--- src/rtl/int_to_float_seq.sv ---
// int_to_float_seq: sequential integer to IEEE-754 single converter, one normalising shift per cycle; SIGNED_INPUT_EN selects two's complement input
module int_to_float_seq #(
  parameter int WIDTH = 16
) (
  input  logic             clk,
  input  logic             rst,
  input  logic             in_valid,
  output logic             in_ready,
  input  logic [WIDTH-1:0] in_int,
  output logic             out_valid,
  input  logic             out_ready,
  output logic [31:0]      out_float,
  output logic             busy
);
  localparam int SW = $clog2(WIDTH);
  typedef enum logic [1:0] {IDLE, NORM, DONE} state_t;
  state_t state, state_n;
  logic [WIDTH-1:0] mag, mag_in;
  logic sgn, sgn_in;
  logic [SW-1:0] sc;
  logic [62:0] ext;
  logic [7:0] exp;
  logic rnd, acc, zero;
  logic [31:0] res;
  assign acc = in_valid & in_ready;
  assign zero = in_int == '0;
`ifdef SIGNED_INPUT_EN
  assign sgn_in = in_int[WIDTH-1];
  assign mag_in = sgn_in ? -in_int : in_int;
`else
  assign sgn_in = 1'b0;
  assign mag_in = in_int;
`endif
  assign in_ready = state == IDLE;
  assign busy = state == NORM;
  assign out_valid = state == DONE;
  assign ext = {mag[WIDTH-2:0], {(64-WIDTH){1'b0}}};
  assign exp = 8'(127 + WIDTH - 1) - 8'(sc);
  assign rnd = ext[39] & ((|ext[38:0]) | ext[40]);
  assign res = {sgn, 31'({exp, ext[62:40]}) + 31'(rnd)};
  // state register
  always_ff @(posedge clk or posedge rst)
    if (rst) state <= IDLE;
    else state <= state_n;
  // next-state: accept in IDLE, leave NORM once normalised, release DONE on handshake
  always_comb begin
    state_n = state;
    if (state == IDLE && in_valid) state_n = zero ? DONE : NORM;
    else if (state == NORM && mag[WIDTH-1]) state_n = DONE;
    else if (state == DONE && out_ready) state_n = IDLE;
  end
  // datapath: capture on accept, shift until MSB set, then pack the rounded result
  always_ff @(posedge clk or posedge rst)
    if (rst) begin
      mag <= '0;
      sgn <= 1'b0;
      sc <= '0;
      out_float <= '0;
    end else if (acc) begin
      mag <= mag_in;
      sgn <= sgn_in;
      sc <= '0;
      if (zero) out_float <= '0;
    end else if (state == NORM) begin
      if (mag[WIDTH-1]) out_float <= res;
      else begin
        mag <= mag << 1;
        sc <= sc + 1'b1;
      end
    end
endmodule

--- config.mk ---
export PLATFORM = sky130hd
export DESIGN_NAME = int_to_float_seq
export DESIGN_NICKNAME = d
export VERILOG_FILES = /design/src/rtl/int_to_float_seq.sv
export SDC_FILE = /design/constraint.sdc
export NUM_CORES = 1
export LEC_CHECK = 0
export BUFFER_PORTS_ARGS = -buffer_cell sky130_fd_sc_hd__clkbuf_2
export CAP_MARGIN = 5
export CORE_UTILIZATION = 30
export DETAILED_ROUTE_END_ITERATION = 16
export SLEW_MARGIN = 20
export SYNTH_ARGS = -nofsm -noshare
export SYNTH_HDL_FRONTEND = slang
export SYNTH_SLANG_ARGS = --single-unit
--- constraint.sdc ---
create_clock -name clk -period 1.61 [get_ports clk]
set_input_delay 0 -clock clk [delete_from_list [all_inputs] [get_ports clk]]
set_output_delay 0 -clock clk [all_outputs]
set_load 0.02 [all_outputs]
==> metrics.csv, run 1 <==
stage,metric,value,unit
cts,H-tree depth,2,
yosys,Synth Register Bits,44,
power_and_ir_drop,switching share of power,40.8,%
global_route,GRT Total Usage,13.7,%
timing,final hold violations,0,
floorplanning,core box area,6460,um^2
setup_path,Critical Path End Type,register,
placement,Placed Cells,329,
timing,max_slew headroom,63.0,%
floorplanning,die span in x,84.6,um
timing,"Setup violations, final",0,
setup_path,CP Class,in2reg,
cts,CTS tree,built,
cts,Worst-path clk slew,80,ps
yosys,asr flop ratio synth,100,%
routing,antenna-violating nets left,0,
cts,CTS sink cnt,44,
yosys,yosys warns,0,
yosys,Synth Flop Type,dfrtp_1,
setup_path,WP data arrival,1630,ps
routing,Via Count,1638,
routing,final WL,4520,um
final_layout,share of cells above drive strength 1,24.5,%
yosys,"Avg Cell Area, Syn",9.70,um^2
placement,PortBufs,45,
timing,crit share post-route,89.7,%
power_and_ir_drop,switching pwr,1.90,mW
final_layout,Antenna diodes,0,
final_layout,Final #Nets,299,
cts,root buf cell,clkbuf_8,
cts,CTS max path bufs,2,
global_route,antenna violations before repair,0,
yosys,mapped cell area,2050,um^2
floorplanning,Rows,29,
timing,RSZ-0062 raised after global routing,no,
setup_path,crit path max fanout,10,
timing,Max Slew Vio Count,0,
final_layout,"Area growth, synth to finish",27.9,%
global_route,global-route wire length before repair,7590,um
power_and_ir_drop,Power Internal,2.76,mW
job,max-cap violations,0,
timing,crit path time final,1440,ps
outcome,status,"finished, final reports clean",
global_route,total congestion overflow,0,
setup_path,WP data required,1800,ps
power_and_ir_drop,Cell Pwr Density,1780,nW/um^2
power_and_ir_drop,Reg power frac,41.5,%
routing,initial DRC count,123,
yosys,Post-synth EDFFs,0,
timing,skew final,5.48,ps
yosys,"Seq/Total Area, Yosys",53.8,%
placement,Final GP Congestion,0.747,
global_route,vias in the first global route,1587,
timing,Hold Slack,17.5,ps
timing,Worst-Margin Slew,556,ps
yosys,unique cell type count in the Yosys netlist,32,
timing,FMAX,0.692,GHz
power_and_ir_drop,clock power share,15.4,%
cts,# Post-CTS Setup Buffers,0,
yosys,post-synthesis instance total,211,
min_path,Worst Hold Class,in2reg,
routing,per-cell routed wire length,12.8,um
cts,CTS buffer count,5,
power_and_ir_drop,Worst VDD drop,0.000663,V
final_layout,final cell count without fillers,354,
routing,routed vias/inst,4.63,
power_and_ir_drop,Comb pwr share,43.1,%
setup_path,r2r setup slk,200,ps
floorplanning,die area,7160,um^2
placement,DP Area,2340,um^2
global_route,largest net degree at the start of global routing,45,
placement,DP Wirelength,3160,um
routing,Pre-antenna DRT Iters,6,
power_and_ir_drop,Leak Pwr,1.23,nW
floorplanning,Die Y,84.6,um
final_layout,fin area,2620,um^2
floorplanning,IO Count,55,
routing,DRC Markers,0,
cts,worst skew pair latency,300,ps
timing,Final TNS setup,0,ps
floorplanning,Initial Util,31.7,%
final_layout,final core occ,40.5,%
setup_path,startpoint class of the critical path,input pin,
## worst max-delay path, stage by stage
cell and delay, ps:
dlygate4sd3_1 540, clkbuf_2 120, nor4_1 350, nand4_1 180, nor2_2 170, buf_4 200, nor2_1 60
## through the flow
| step | total power, mW | worst slack [ps] |
|---|---|---|
| after floorplan | 3.35 | 84.5 |
| final | 4.66 | 165 |
| after CTS | 4.71 | 83.6 |
| after global routing | 5.02 | 34.4 |
| after global placement | 3.91 | 150 |
| after detailed placement | 3.95 | 116 |
## placed cells by master, fill, tap and decap left out, drive strengths merged
cell / instances
and3: 1
and2: 2
mux2: 1
nand3: 1
a211o: 1
nand4: 2
mux2i: 15
nor2: 10
buf: 10
conb: 9
dfrtp: 44
a22o: 2
clkbuf: 53
xor2: 2
clkinv: 1
nand2: 54
nand2b: 1
nor2b: 2
a211oi: 1
ha: 3
nand3b: 1
o22ai: 1
nor3b: 1
or2: 1
nor4: 4
a21oi: 20
dlygate4sd3: 17
o21ai: 17
## per-layer routing
metal / wire, um / share of wire [%] / GRT usage (%) / vias up
li1: - / - / - / 819
met1: 2270 / 50 / 18.2 / 780
met2: 2070 / 46 / 22.0 / 37
met3: 152 / 3.4 / 4.13 / 2
met4: 23 / 0.51 / 3.70 / 0
met5: 0 / 0 / 0 / -
## final timing paths
kind	from	to	cells past startpoint
max in group asynchronous	rst	out_float[26]	4
worst min-delay path	out_ready	state[1]	3
worst max register to register	state[0]	sc[3]	5
worst min register to register	out_float[19]	out_float[19]	2
min in group asynchronous	rst	out_float[28]	4
worst max-delay path	in_int[6]	out_float[26]	7
## power groups by stage
stage / Sequential, mW / Clock (mW) / Combinational [mW]
finish: 1.93 / 0.719 / 2.01
floorplan: 2.14 / 0 / 1.21
CTS: 1.95 / 0.738 / 2.02
global placement: 1.95 / 0 / 1.96
detailed placement: 1.96 / 0 / 1.99
global route: 2.02 / 0.773 / 2.23
## cell families after synthesis
logic type / after synthesis / share of synthesized area, %
other: 1 / 0.183
and+or+nand+nor: 80 / 17.1
muxes: 16 / 7.88
adders and majority gates: 3 / 1.83
AOI/OAI and AO/OA: 42 / 11.0
DFF: 44 / 53.8
xor gates and xnor gates: 2 / 0.856
buffers and inverters: 23 / 7.40
## Yosys cell counts, types with 2 or more instances
cell	count	area, um^2
dfrtp_1	44	1100
and2_1	2	12.5
nor4_1	4	25.0
nand2_1	54	203
nand4_1	2	12.5
buf_2	6	30.0
ha_1	3	37.5
nor2b_1	2	12.5
nor2_1	9	33.8
o21ai_1	11	55.1
a21oi_1	20	100
o21ai_0	6	30.0
xor2_1	2	17.5
mux2i_1	15	150
buf_4	13	97.6
a22o_1	2	17.5
## registers in the layout, indices dropped and copies added, names as in the netlist
name	flops
out_float	22
mag	16
state	2
sc	4
## repair_timing
action	in CTS	in global routing
endpoints found under the setup margin	0	22
resized for setup	0	4
hold buffers	17	0
hold endpoints to repair	60	0
## area by class of cell
cell class	count	area, um^2
clock buffer	8	90.1
fill	670	3840
inverter	1	3.75
multi-input combinational	152	845
sequential	44	1100
tap	77	96.3
timing repair buffer	72	483
(Power assumes the default switching activity.)
==> run 2, diff against run 1 <==
Settings changed: GPL_TIMING_DRIVEN from default to 1.
Clock period 1.61 ns to 1.6 ns, I/O delays scaled along.
==> run 2 against run 1 <==
  * Setup slack got worse by 44 ps
  * Largest power group unchanged
  * Global-route usage unchanged
  * Cell count unchanged
  * Sequential share of layout area increased by 0.18 points
  * Clock skew decreased by 1.6 ps
  * Critical path depth unchanged
  * Clock power decreased by 8.3%
  * Via count decreased by 1.2%
  * Power decreased by 0.57%
  * Combinational power about the same
  * Utilization decreased by 0.17 points
==> metrics.csv, run 2 (synthesis gave the netlist of run 1 again) <==
stage,metric,value,unit
outcome,status,"finished, final reports clean",
final_layout,share of cells above drive strength 1,24.5,%
power_and_ir_drop,Cell Pwr Density,1780,nW/um^2
cts,CTS buffer count,5,
setup_path,CP Class,in2reg,
final_layout,Antenna diodes,0,
cts,Worst-path clk slew,80,ps
routing,Pre-antenna DRT Iters,12,
power_and_ir_drop,Leak Pwr,1.23,nW
routing,routed vias/inst,4.57,
global_route,GRT Total Usage,13.7,%
placement,DP Wirelength,3220,um
global_route,antenna violations before repair,0,
timing,final hold violations,0,
job,max-cap violations,0,
setup_path,Worst path slowest cell,dlygate4sd3_1,
cts,worst skew pair latency,290,ps
routing,met2 wire len,2130,um
timing,Hold Slack,18.2,ps
final_layout,leading registers by flop count,"out_float (22), mag (16), sc (4)",
global_route,total congestion overflow,0,
routing,routed wl met3,215,um
final_layout,Biggest register,out_float,
routing,top sig layer,met3,
power_and_ir_drop,Worst VDD drop,0.000588,V
setup_path,CP max stage delay,540,ps
timing,"Setup violations, final",0,
min_path,Worst Hold Class,in2reg,
setup_path,Worst Path Buf+Inv,3,
routing,initial DRC count,87,
placement,dpl ws,96.3,ps
timing,Max Slew Vio Count,0,
setup_path,Critical Path End Type,register,
routing,antenna-violating nets left,0,
final_layout,"Area growth, synth to finish",27.4,%
global_route,vias in the first global route,1634,
timing,crit path time final,1480,ps
cts,H-tree depth,2,
routing,final WL,4580,um
timing,RSZ-0062 raised after global routing,no,
setup_path,startpoint class of the critical path,input pin,
routing,Via Count,1618,
floorplanning,die area,7160,um^2
timing,max_slew headroom,62.5,%
routing,DRC Markers,0,
cts,CTS max path bufs,2,
placement,Final GP Congestion,0.749,
global_route,largest net degree at the start of global routing,45,
floorplanning,Rows,29,
cts,root buf cell,clkbuf_8,
setup_path,"Largest delay share family, worst path",buffers and inverters,
setup_path,CP cell instances,dlygate4sd3_1 -> clkbuf_2 -> nor4_1 -> nand4_1 -> nor2_2 -> buf_4 -> nor2_1,
floorplanning,core box area,6460,um^2
cts,CTS sink cnt,44,
routing,per-cell routed wire length,12.9,um
timing,Final TNS setup,0,ps
setup_path,WP data arrival,1670,ps
final_layout,filler instances,663,
final_layout,"most common cell after layout, fill and taps aside",nand2_1,
floorplanning,Die Y,84.6,um
timing,setup ws final,121,ps
floorplanning,die span in x,84.6,um
floorplanning,IO Count,55,
cts,CTS tree,built,
timing,crit share post-route,92.5,%
final_layout,Final #Nets,300,
global_route,global-route wire length before repair,7680,um
setup_path,WP data required,1790,ps
timing,skew final,3.89,ps
floorplanning,Initial Util,31.7,%
placement,Placed Cells,330,
final_layout,final cell count without fillers,354,
final_layout,"commonest cells after routing, fill and taps aside","nand2_1, clkbuf_2, dfrtp_1",
timing,FMAX,0.676,GHz
routing,WL met1,2240,um
setup_path,crit path max fanout,10,
final_layout,Largest register FFs,22,
placement,PortBufs,45,
timing,Worst-Margin Slew,563,ps
==> run 2: changes by cell type in the layout (fill, tap and decap cells not counted), sizes merged <==
cell    delta
clkbuf     -2
clkinv     +1
buf        +1
==> run 2: through the flow <==
stage	instance area (um^2)	power, mW	utilization, %
after global placement	2350	3.95	36.3
after global routing	2610	5.03	40.4
final	2610	4.63	40.4
after floorplan	2080	3.37	-
after CTS	2590	4.69	40.2
after detailed placement	2350	3.99	36.3
==> run 2: where the power goes <==
group	leakage [nW]	internal [mW]	switching, mW
clock	0.0410	0.297	0.362
sequential	0.550	1.60	0.344
combinational	0.638	0.843	1.19
==> run 2: layout make-up <==
class	instances	area [um^2]	share of cell area, %
Sequential cell	44	1100	42.2
Clock buffer	6	72.6	2.78
Clock inverter	1	5.00	0.192
Timing Repair Buffer	73	490	18.8
Multi-Input combinational cell	152	838	32.1
Inverter	1	3.75	0.144
Tap cell	77	96.3	3.69
==> run 2: path summary, 6_finish.rpt <==
check                                   start            end  slack (ps)  cells past startpoint
worst max-delay path               in_int[15]  out_float[26]         120                      7
worst min-delay path                out_ready       state[1]          20                      3
worst max register to register       state[0]          sc[3]         170                      5
worst min register to register  out_float[19]  out_float[19]         520                      2
max in group asynchronous                 rst  out_float[26]         840                      4
min in group asynchronous                 rst  out_float[29]         370                      4
==> run 2: what timing repair did <==
item / CTS / global route
hold buffers: 17 / 0
setup endpoints to repair: 0 / 22
setup buffers: 0 / 0
gates resized for setup: 0 / 3
hold endpoints to repair: 60 / 0
==> run 2: worst min-delay path: stages <==
cell	delay, ps
clkbuf_2	100
nand2b_1	70
a211o_1	110
==> run 2: routing by layer <==
| metal | vias to the layer above | GRT usage [%] |
|---|---|---|
| met5 | - | 0 |
| met4 | 0 | 2.31 |
| met3 | 0 | 4.72 |
| met2 | 42 | 21.9 |
| met1 | 758 | 18.4 |
| li1 | 818 | - |
==> run 3, diff against run 2 <==
==> constraint.sdc (replaced) <==
create_clock -name clk -period 1.6 [get_ports clk]
set_input_delay 0.16 -clock clk [delete_from_list [all_inputs] [get_ports clk]]
set_output_delay 0.16 -clock clk [all_outputs]
set_load 0.02 [all_outputs]
==> run 3 against run 2 <==
  * Global-route usage is 0.056 points lower
  * Clock skew hardly changed
  * Critical path type is now reg2reg
  * Non-clock buffer count is 15 lower
  * Largest cell class unchanged
  * Fmax is 3.1% higher
  * Cell area is 5.7% lower
  * Via count is 4.4% lower
==> metrics.csv, run 3 (synthesis gave the netlist of run 1 again) <==
stage,metric,value,unit
outcome,status,"finished, final reports clean",
power_and_ir_drop,Reg power frac,41.8,%
setup_path,crit path launch,state[0],
timing,Worst-Margin Slew,554,ps
power_and_ir_drop,Comb pwr share,42.8,%
cts,H-tree depth,2,
placement,Final GP Congestion,0.742,
final_layout,share of cells above drive strength 1,26.6,%
routing,per-cell routed wire length,12.7,um
timing,crit path time final,1440,ps
global_route,total congestion overflow,0,
setup_path,FF-to-FF End,sc[3],
power_and_ir_drop,Worst VDD drop,0.000638,V
cts,CTS tree,built,
min_path,Worst Hold Class,in2reg,
timing,setup ws final,165,ps
final_layout,"most common cell after layout, fill and taps aside",nand2_1,
routing,DRC Markers,0,
final_layout,Biggest register,out_float,
timing,crit share post-route,89.7,%
routing,top sig layer,met4,
job,max-cap violations,0,
timing,Final TNS setup,0,ps
setup_path,Worst R2R Path Depth,5,
placement,DP Wirelength,3180,um
power_and_ir_drop,Leak Pwr,1.18,nW
final_layout,final core occ,38.1,%
floorplanning,Initial Util,31.7,%
cts,CTS sink cnt,44,
setup_path,Worst Setup EP,sc[3],
setup_path,crit path max fanout,12,
timing,"Setup violations, final",0,
floorplanning,die area,7160,um^2
global_route,global-route wire length before repair,7480,um
setup_path,CP Class,reg2reg,
final_layout,Largest register FFs,22,
timing,FMAX,0.697,GHz
floorplanning,core box area,6460,um^2
final_layout,"commonest cells after routing, fill and taps aside","nand2_1, clkbuf_2, dfrtp_1",
power_and_ir_drop,switching pwr,1.90,mW
final_layout,filler instances,661,
power_and_ir_drop,Cell Pwr Density,1890,nW/um^2
routing,final WL,4330,um
cts,root buf cell,clkbuf_8,
routing,Pre-antenna DRT Iters,6,
setup_path,Critical Path End Type,register,
routing,antenna-violating nets left,0,
cts,Worst-path clk slew,80,ps
routing,initial DRC count,130,
global_route,vias in the first global route,1485,
global_route,GRT Total Usage,13.7,%
min_path,Hold Crit Start,in_int[2],
final_layout,Antenna diodes,0,
timing,final hold violations,0,
final_layout,Final #Nets,285,
power_and_ir_drop,total power draw,4.66,mW
placement,Placed Cells,331,
routing,met2 wire len,1880,um
final_layout,final cell count without fillers,340,
global_route,largest net degree at the start of global routing,45,
floorplanning,Rows,29,
final_layout,leading registers by flop count,"out_float (22), mag (16), sc (4)",
setup_path,reg-to-reg critical path startpoint,state[0],
timing,RSZ-0062 raised after global routing,no,
placement,dpl ws,18.7,ps
power_and_ir_drop,Power Internal,2.76,mW
placement,PortBufs,45,
final_layout,"Area growth, synth to finish",20.2,%
timing,skew final,3.61,ps
timing,Max Slew Vio Count,0,
routing,routed vias/inst,4.55,
routing,routed wl met3,189,um
routing,Via Count,1547,
power_and_ir_drop,clock power share,15.4,%
setup_path,startpoint class of the critical path,register,
floorplanning,die span in x,84.6,um
min_path,Hold Path Stages,3,
floorplanning,IO Count,55,
floorplanning,Die Y,84.6,um
routing,WL met1,2180,um
cts,worst skew pair latency,300,ps
cts,CTS buffer count,5,
global_route,antenna violations before repair,0,
power_and_ir_drop,switching share of power,40.8,%
setup_path,WP data required,1830,ps
setup_path,r2r setup slk,160,ps
setup_path,WP data arrival,1660,ps
cts,CTS max path bufs,2,
timing,max_slew headroom,63.1,%
-- run 3: changes by cell type in the layout (fill, tap and decap cells not counted), sizes merged --
cell and delta:
buf +1, clkinv +1, dlygate4sd3 -16
-- run 3: area by class of cell --
type,count,area [um^2],area share (%)
clock inverter,2,10.0,0.407
sequential,44,1100,44.8
inverter,1,3.75,0.153
tap,77,96.3,3.92
multi-input combinational,152,828,33.7
timing repair buffer,58,338,13.7
clock buffer,6,82.6,3.36
-- run 3: timing repair --
action / 4_1_cts / 5_1_grt
gates resized for setup: 1 / 1
endpoints found under the hold margin: 37 / 0
hold buffers: 1 / 0
endpoints found under the setup margin: 1 / 13
setup buffers: 0 / 0
gates cloned: 0 / 0
-- run 3: worst max-delay path, stage by stage, from the launching register on --
cell,delay [ps]
dfrtp_1,460
nor3b_2,230
buf_4,250
nand2_1,90
or2_0,210
a21oi_1,130
-- run 3: routing by layer --
layer / vias to the layer above / global-route usage [%]
li1: 796 / -
met1: 702 / 18.7
met2: 43 / 20.3
met3: 6 / 3.44
met4: 0 / 6.47
met5: - / 0
-- run 3: how the worst min path moves through the flow --
| stage | slack, ps | to |
|---|---|---|
| 2_1_floorplan | 280 | mag[10] |
| 4_1_cts | 70 | mag[2] |
| 3_5_place_dp | 320 | out_float[28] |
| 3_3_place_gp | 310 | out_float[29] |
| 6_report | 80 | mag[2] |
| 5_1_grt | 80 | mag[3] |
-- run 3: metrics by stage --
step                hold WS (ps)  area, um^2
floorplan                    277        2080
global placement             310        2350
detailed placement           319        2350
CTS                         71.9        2460
global route                79.6        2460
finish                      79.6        2460
-- run 3: power by group through the flow --
stage	Sequential, mW	Clock, mW	Combinational, mW
floorplan	2.15	0	1.22
global placement	1.97	0	1.99
detailed placement	1.97	0	2.03
CTS	1.95	0.746	2.02
global route	2.02	0.797	2.23
finish	1.95	0.720	1.99
